`config.mk`:
```
export PLATFORM = sky130hd
export DESIGN_NAME = ram_port_arbiter
export DESIGN_NICKNAME = d
export VERILOG_FILES = /design/src/rtl/ram_port_arbiter.sv
export SDC_FILE = /design/constraint.sdc
export NUM_CORES = 1
export LEC_CHECK = 0
export ABC_AREA = 1
export CORE_MARGIN = 4
export CORE_UTILIZATION = 39
export DETAILED_ROUTE_END_ITERATION = 16
export GPL_TIMING_DRIVEN = 0
export HOLD_SLACK_MARGIN = 0.12
export PLACE_DENSITY = 0.9
export SLEW_MARGIN = 25
export SYNTH_ARGS = -nofsm -noshare
export SYNTH_HDL_FRONTEND = slang
export SYNTH_SLANG_ARGS = --single-unit
```
`constraint.sdc`:
```
create_clock -name clk -period 2 [get_ports clk]
set_clock_uncertainty 0.1 [all_clocks]
set_input_delay 0.4 -clock clk [delete_from_list [all_inputs] [get_ports clk]]
set_output_delay 0.4 -clock clk [all_outputs]
set_load 0.005 [all_outputs]
```
`src/rtl/ram_port_arbiter.sv`:
```
// ram_port_arbiter
//   Shares one backing-RAM port between two requesters. Requester 0 is the
//   cache refill/write-back engine; requester 1 is a secondary master
//   (loader/debug/DMA). Each grant is either a single word or a locked,
//   line-aligned burst of WORDS beats. Arbitration is round-robin, and a
//   granted burst is never preempted.
//
//   Build option: define ARB_FIXED_PRIO_EN to make requester 0 win every
//   simultaneous request (the round-robin pointer is then removed).
//
// Ports
//   clk, rst                   clock, synchronous active-high reset
//   reqN/burstN/weN/addrN      request (level), burst select, write, address
//   wdataN                     write data for the beat shown on beat_idx
//   gntN/beatN/rdataN/doneN    owner flag, beat strobe, read data, end pulse
//   beat_idx, busy             current beat number, grant active
//   ram_*                      shared RAM port (ram_data_out is combinational)
module ram_port_arbiter #(
  parameter int WORDS      = 8,
  parameter int DATA_WIDTH = 6,
  parameter int ADDR_WIDTH = 9,
  parameter int OFFSET     = $clog2(WORDS)
) (
  input  logic                  clk,
  input  logic                  rst,
  input  logic                  req0,
  input  logic                  burst0,
  input  logic                  we0,
  input  logic [ADDR_WIDTH-1:0] addr0,
  input  logic [DATA_WIDTH-1:0] wdata0,
  output logic                  gnt0,
  output logic                  beat0,
  output logic [DATA_WIDTH-1:0] rdata0,
  output logic                  done0,
  input  logic                  req1,
  input  logic                  burst1,
  input  logic                  we1,
  input  logic [ADDR_WIDTH-1:0] addr1,
  input  logic [DATA_WIDTH-1:0] wdata1,
  output logic                  gnt1,
  output logic                  beat1,
  output logic [DATA_WIDTH-1:0] rdata1,
  output logic                  done1,
  output logic [OFFSET:0]       beat_idx,
  output logic                  busy,
  output logic [ADDR_WIDTH-1:0] ram_addr,
  output logic                  ram_read,
  output logic                  ram_write,
  output logic [DATA_WIDTH-1:0] ram_data_in,
  input  logic [DATA_WIDTH-1:0] ram_data_out
);

  typedef enum logic [1:0] {IDLE, XFER, DONE} state_t;

  state_t                state_q, state_d;
  logic                  owner_q, owner_d;
  logic                  we_q, we_d;
  logic                  burst_q, burst_d;
  logic [ADDR_WIDTH-1:0] base_q, base_d;
  logic [OFFSET:0]       cnt_q, cnt_d;
`ifndef ARB_FIXED_PRIO_EN
  logic                  rr_q, rr_d;
`endif

  logic                  pick;
  logic [ADDR_WIDTH-1:0] addr_sel;
  logic                  last_beat;

  always_comb begin
    state_d     = state_q;
    owner_d     = owner_q;
    we_d        = we_q;
    burst_d     = burst_q;
    base_d      = base_q;
    cnt_d       = cnt_q;
`ifndef ARB_FIXED_PRIO_EN
    rr_d        = rr_q;
`endif
    gnt0        = 1'b0;
    gnt1        = 1'b0;
    beat0       = 1'b0;
    beat1       = 1'b0;
    done0       = 1'b0;
    done1       = 1'b0;
    rdata0      = '0;
    rdata1      = '0;
    beat_idx    = '0;
    busy        = 1'b0;
    ram_addr    = '0;
    ram_read    = 1'b0;
    ram_write   = 1'b0;
    ram_data_in = '0;
    last_beat   = 1'b0;

`ifdef ARB_FIXED_PRIO_EN
    pick = ~req0;
`else
    // Single requester wins outright; a tie goes to the pointer.
    pick = (req0 & req1) ? rr_q : req1;
`endif
    addr_sel = pick ? addr1 : addr0;

    unique case (state_q)
      IDLE: begin
        if (req0 | req1) begin
          owner_d = pick;
          we_d    = pick ? we1 : we0;
          burst_d = pick ? burst1 : burst0;
          // Bursts are line aligned, so the offset bits are dropped.
          base_d  = (pick ? burst1 : burst0)
                    ? {addr_sel[ADDR_WIDTH-1:OFFSET], {OFFSET{1'b0}}}
                    : addr_sel;
          cnt_d   = '0;
          state_d = XFER;
        end
      end
      XFER: begin
        busy        = 1'b1;
        gnt0        = ~owner_q;
        gnt1        = owner_q;
        beat0       = ~owner_q;
        beat1       = owner_q;
        beat_idx    = cnt_q;
        // Aligned base plus cnt < WORDS never carries out of the line.
        ram_addr    = base_q + ADDR_WIDTH'(cnt_q);
        ram_read    = ~we_q;
        ram_write   = we_q;
        ram_data_in = owner_q ? wdata1 : wdata0;
        if (owner_q) rdata1 = ram_data_out;
        else         rdata0 = ram_data_out;
        cnt_d       = cnt_q + 1'b1;
        last_beat   = burst_q ? (cnt_q == (OFFSET+1)'(WORDS-1)) : 1'b1;
        if (last_beat) state_d = DONE;
      end
      DONE: begin
        busy    = 1'b1;
        gnt0    = ~owner_q;
        gnt1    = owner_q;
        done0   = ~owner_q;
        done1   = owner_q;
`ifndef ARB_FIXED_PRIO_EN
        rr_d    = ~owner_q;
`endif
        state_d = IDLE;
      end
      default: state_d = IDLE;
    endcase
  end

  always_ff @(posedge clk) begin
    if (rst) begin
      state_q <= IDLE;
      owner_q <= 1'b0;
      we_q    <= 1'b0;
      burst_q <= 1'b0;
      base_q  <= '0;
      cnt_q   <= '0;
`ifndef ARB_FIXED_PRIO_EN
      rr_q    <= 1'b0;
`endif
    end else begin
      state_q <= state_d;
      owner_q <= owner_d;
      we_q    <= we_d;
      burst_q <= burst_d;
      base_q  <= base_d;
      cnt_q   <= cnt_d;
`ifndef ARB_FIXED_PRIO_EN
      rr_q    <= rr_d;
`endif
    end
  end

endmodule

```
* Word-level counts from Yosys, hierarchy flattened
Cells that the tools add are included.
** Word-level totals
- Register bits after elaboration :: 19
** Operators by class
- Reductions and logical operators :: 6
- Eq/ne operators :: 5
- Add/sub/neg operators :: 2
- Bitwise operators :: 4
- Multiplexer cells :: 28
** Operators with widths (number)
- $mux W6 :: 6
- $mux W9 :: 2
- $mux W1 :: 13
- $add A9 B4 Y9 :: 1
- $mux W4 :: 2
- $pmux W4 S2 :: 1
- $reduce_and A2 Y1 :: 3
- $add A4 B1 Y4 const B :: 1
- $eq A4 B3 Y1 const B :: 1
- $mux W2 :: 2
- $ne A2 B2 Y1 const B :: 2
- $pmux W2 S2 :: 1
- $mux W3 :: 1
- $eq A2 B1 Y1 const B :: 1
- $eq A2 B2 Y1 const B :: 1
- $logic_not A2 Y1 :: 1
- $not A1 Y1 :: 2
- $reduce_bool A2 Y1 :: 1
- $reduce_or A2 Y1 :: 1
- $and A1 B1 Y1 :: 1
- $or A1 B1 Y1 :: 1

* Logic depth before layout (Yosys ltp)
- Word-level depth :: 4
- Depth in mapped cells :: 8
- Mapped depth without buffers :: 8

* Least setup slack after synthesis
OpenSTA, ideal clock, no wires.
- Kind :: register to output
- Start :: register cnt_q[0]
- End :: output ram_addr[6]
- Data required time :: 1.500 ns
- Data arrival time :: 1.344 ns
- Slack :: 0.156 ns
- Cell stages (with the launch flop) :: 8
- Cell sequence :: dfxtp_1 ha_1 fa_1 nand3_1 nand2_1 nand3_1 nor2_1 nor2_1
** Between the ends
- Word-level cells in the longest chain between the ends :: 2
** RTL lines
- from (decl) :: line 60 : logic [OFFSET:0] cnt_q, cnt_d;
- from (signal assigned) :: line 167 : cnt_q <= cnt_d;
- $add A9 B4 Y9 :: line 125 : ram_addr = base_q + ADDR_WIDTH'(cnt_q);
- $mux W9 :: line 103 : unique case (state_q)
- to (decl) :: line 46 : output logic [ADDR_WIDTH-1:0] ram_addr,
No other way between the ends.

* Worst setup path after layout
- Start :: register base_q[0]
- End :: output ram_addr[6]
** Between the ends
- Word-level cells in the longest chain between the ends :: 2
** RTL lines
- from (decl) :: line 59 : logic [ADDR_WIDTH-1:0] base_q, base_d;
- from (signal assigned) :: line 166 : base_q <= base_d;
- $add A9 B4 Y9 :: line 125
- $mux W9 :: line 103
No other way between the ends.

==> key figures <==
Route
  – Total length of routed wires: about 6100 um
  – WL/cell: around 15 um
  – Vias after detailed routing: between 2000 and 2500
  – Number of routed nets with antenna violations: 0
  – Drt initial violations: around 220
  – Number of detailed-routing iterations run before antenna repair: 4
  – Post-route DRC: 0
  – DR vias/cell: 5.199

Synthesis
  – Seq/Total Area, Yosys: 25.27%
  – Syn avg cell area: between 6 and 7 sq um
  – Share of Yosys cell area claimed by the top area cell type: about a quarter
  – Post-synthesis register bit count: 19
  – Most numerous cell in the Yosys netlist: nand2_1
  – Post-synth top area cell: dfxtp_1
  – Ys Warns: 0
  – Mapped Area: roughly 1500 sq um
  – Leading post-synthesis cells by instance count: nand2_1 (62), inv_1 (36), nand3_1 (26)
  – EDFF count, synth: 0
  – Ranking of synthesized cells by area: dfxtp_1 (25%), nand2_1 (15%), inv_1 (9.0%), nand3_1 (8.6%), ha_1 (6.7%)
  – Share of flip-flops with an asynchronous set or reset after synthesis: 0%
  – Number of distinct library cells after synthesis: 28
  – Synthesized instance count: between 200 and 250
  – Net Count, Synth: 288
  – Ys flop type: dfxtp_1

Die
  – Num ports: 84
  – Die Y: between 70 and 80 um
  – Standard cell core area: ~3700 sq um
  – Cell Rows: 22
  – Effective utilization at floorplan: about two fifths
  – Die boundary width: around 70 um
  – Die area: 4918 sq um

Timing
  – Post-route fraction of the period consumed by the critical path: 109.7%
  – Unrepaired setup endpoints after global routing: true
  – Final hold slack: 0.4067 ns
  – Final setup fails: 12
  – Max-slew headroom at the worst pin: about two thirds
  – Max Slew Vio Count: 0
  – Final worst path period need: roughly 2.2 ns
  – Hold Fails Final Rpt: 0
  – Measured slew at the worst slew-check pin: 0.5172 ns
  – Highest clock frequency the design can meet: between 400 and 500 MHz
  – Min setup slack post-route: -0.1943 ns

Global routing
  – Total congestion overflow: 0
  – Number of antenna violations at the first check in global routing: 0
  – First-pass GRT wire length: roughly 9000 um
  – Number of global-route vias before repair: 1912
  – Largest net degree at the start of global routing: 11
  – Global router's overall resource usage: 21.80%

Status
  – Result of the run: finished, violations left
  – Failing checks: negative setup slack

Critical path
  – Type of element capturing the critical path: output port
  – Crit path arrival time: 1.69 ns
  – Start-to-end type of the worst setup path: reg2out
  – Worst Path Max Fanout: 5
  – Required time of the critical path: 1.50 ns
  – Startpoint class of the critical path: flop

Clocking
  – CTS tree: done
  – Number of buffers inserted during clock tree synthesis: 3
  – Clock net sink count: 19
  – Maximum count of clock buffers along a single path: 2
  – H-tree Lvls: 1
  – Worst-Skew Late Latency: roughly 0.26 ns
  – Clock-pin slew of the registers on the worst-case setup and hold paths: around 0.070 ns
  – Clock tree root buffer cell: clkbuf_8

Placement
  – Dpl hpwl: ~3500 um
  – Count of buffers inserted at the top-level ports: 81
  – Post-place setup slack: -0.4274 ns
  – Placed instance area: ~2400 sq um
  – Final GP Congestion: around 0.78

Power and ir drop
  – Fraction of power consumed by sequential logic: between 30% and 40%
  – Share of total power in combinational logic: a little under half
  – Share of power burned in the clock network: 18.8%
  – Reported net switching power: 0.0005119 W
  – P_leak: around 1.4 nW
  – Switching share of total power: between 30% and 40%
  – Power per cell area: roughly 510 nW/um^2
  – Worst voltage drop across the vdd grid: about 0.38 mV
  – Pwr Total: around 0.0014 W
  – Int Power: a little over 0.0009 W

Finish
  – Number of antenna diodes: 0
  – Post-route cell area: 2761 sq um
  – End-of-flow core utilization: 74.86%
  – Synth-to-Final Area Change: 83.46%
  – NumNets Final: ~400
  – Share of layout cells above drive strength 1: 34.67%

Flow run
  – Maxcap violations: 0

Min path
  – Path type of the worst min-delay path: reg2reg
cells in the final DEF (no fill, tap or decap), types with 2 or more instances in the layout:
cell / count
nand3_2: 4
dfxtp_1: 8
inv_2: 3
dlygate4sd2_1: 11
nand2_4: 2
nor2_1: 21
clkbuf_1: 2
buf_2: 17
ha_4: 6
nor2_2: 2
a22o_1: 6
nand2_1: 57
clkdlybuf4s50_1: 41
buf_4: 21
o21ai_2: 2
a21oi_2: 4
nand2_2: 4
clkdlybuf4s15_1: 2
a211oi_1: 2
inv_4: 3
buf_6: 14
a21oi_1: 14
inv_1: 33
dfxtp_4: 6
o211ai_2: 7
o21ai_1: 2
clkbuf_2: 10
nand3_1: 22
dfxtp_2: 5
clkbuf_8: 3
per-stage QoR:
| step | cells | setup TNS (ns) |
|---|---|---|
| floorplan | 235 | 0 |
| global placement | 364 | -6.910 |
| detailed placement | 364 | -7.918 |
| CTS | 393 | -0.8505 |
| global route | 397 | -1.679 |
| finish | 397 | -1.062 |
metal layers:
metal	share of wire [%]	up-vias	GRT usage [%]
met5	0	-	0
met4	5.3	0	11.70
met3	6.1	29	2.158
met2	52	111	41.34
met1	37	938	23.29
li1	-	986	-
timing repair:
item	in CTS	in global routing
buffers inserted	26	4
pin swaps	17	14
setup endpoints to repair	40	29
hold buffers	0	0
resized for setup	145	41
endpoints found under the hold margin	0	0
cell type report:
cell class / instances / area (sq um)
Multi-Input combinational cell: 167 / 1080
Timing Repair Buffer: 111 / 928.4
Fill cell: 261 / 927.1
Sequential cell: 19 / 409.1
Inverter: 41 / 173.9
Buffer: 7 / 65.06
Tap cell: 48 / 60.06
Clock buffer: 4 / 45.04
logic make-up (layout without fill, tap and decap cells):
| family | count (synthesis) | count (layout) | synth area share [%] |
|---|---|---|---|
| compound gates | 40 | 40 | 20.03 |
| fa+ha+maj | 9 | 9 | 7.980 |
| buf+inv | 49 | 163 | 14.05 |
| flops | 19 | 19 | 25.27 |
| simple gates | 118 | 118 | 32.67 |
worst max-delay path: stages (launching register included):
cell     delay, ns
dfxtp_2       0.35
ha_4          0.17
fa_2          0.36
nand3_2       0.10
nand2_4       0.08
nand3_2       0.08
nand2_1       0.05
nand2_1       0.07
nor2_1        0.06
buf_2         0.12
path summary, 6_finish.rpt:
| kind | startpoint | endpoint | slack, ns | cells past startpoint |
|---|---|---|---|---|
| setup / recovery | base_q[0] | ram_addr[6] | -0.19 | 9 |
| hold / removal | burst_q | burst_q | 0.41 | 2 |
| setup reg to reg | state_q[1] | cnt_q[2] | 0.38 | 9 |
| hold reg to reg | burst_q | burst_q | 0.41 | 2 |
registers in the layout, indices dropped and copies added, names as in the netlist:
register	count
base_q	9
cnt_q	4
state_q	2
burst_q	1
owner_q	1
rr_q	1
we_q	1
power groups by stage:
stage               registers (W)  clock network (W)  logic (W)
floorplan                0.000452                  0   0.000292
global placement         0.000461                  0   0.000527
detailed placement       0.000462                  0   0.000539
CTS                      0.000465           0.000266   0.000621
global route             0.000476           0.000284   0.000736
finish                   0.000471           0.000267   0.000683
Note: power is estimated with default switching activity, not from simulation.
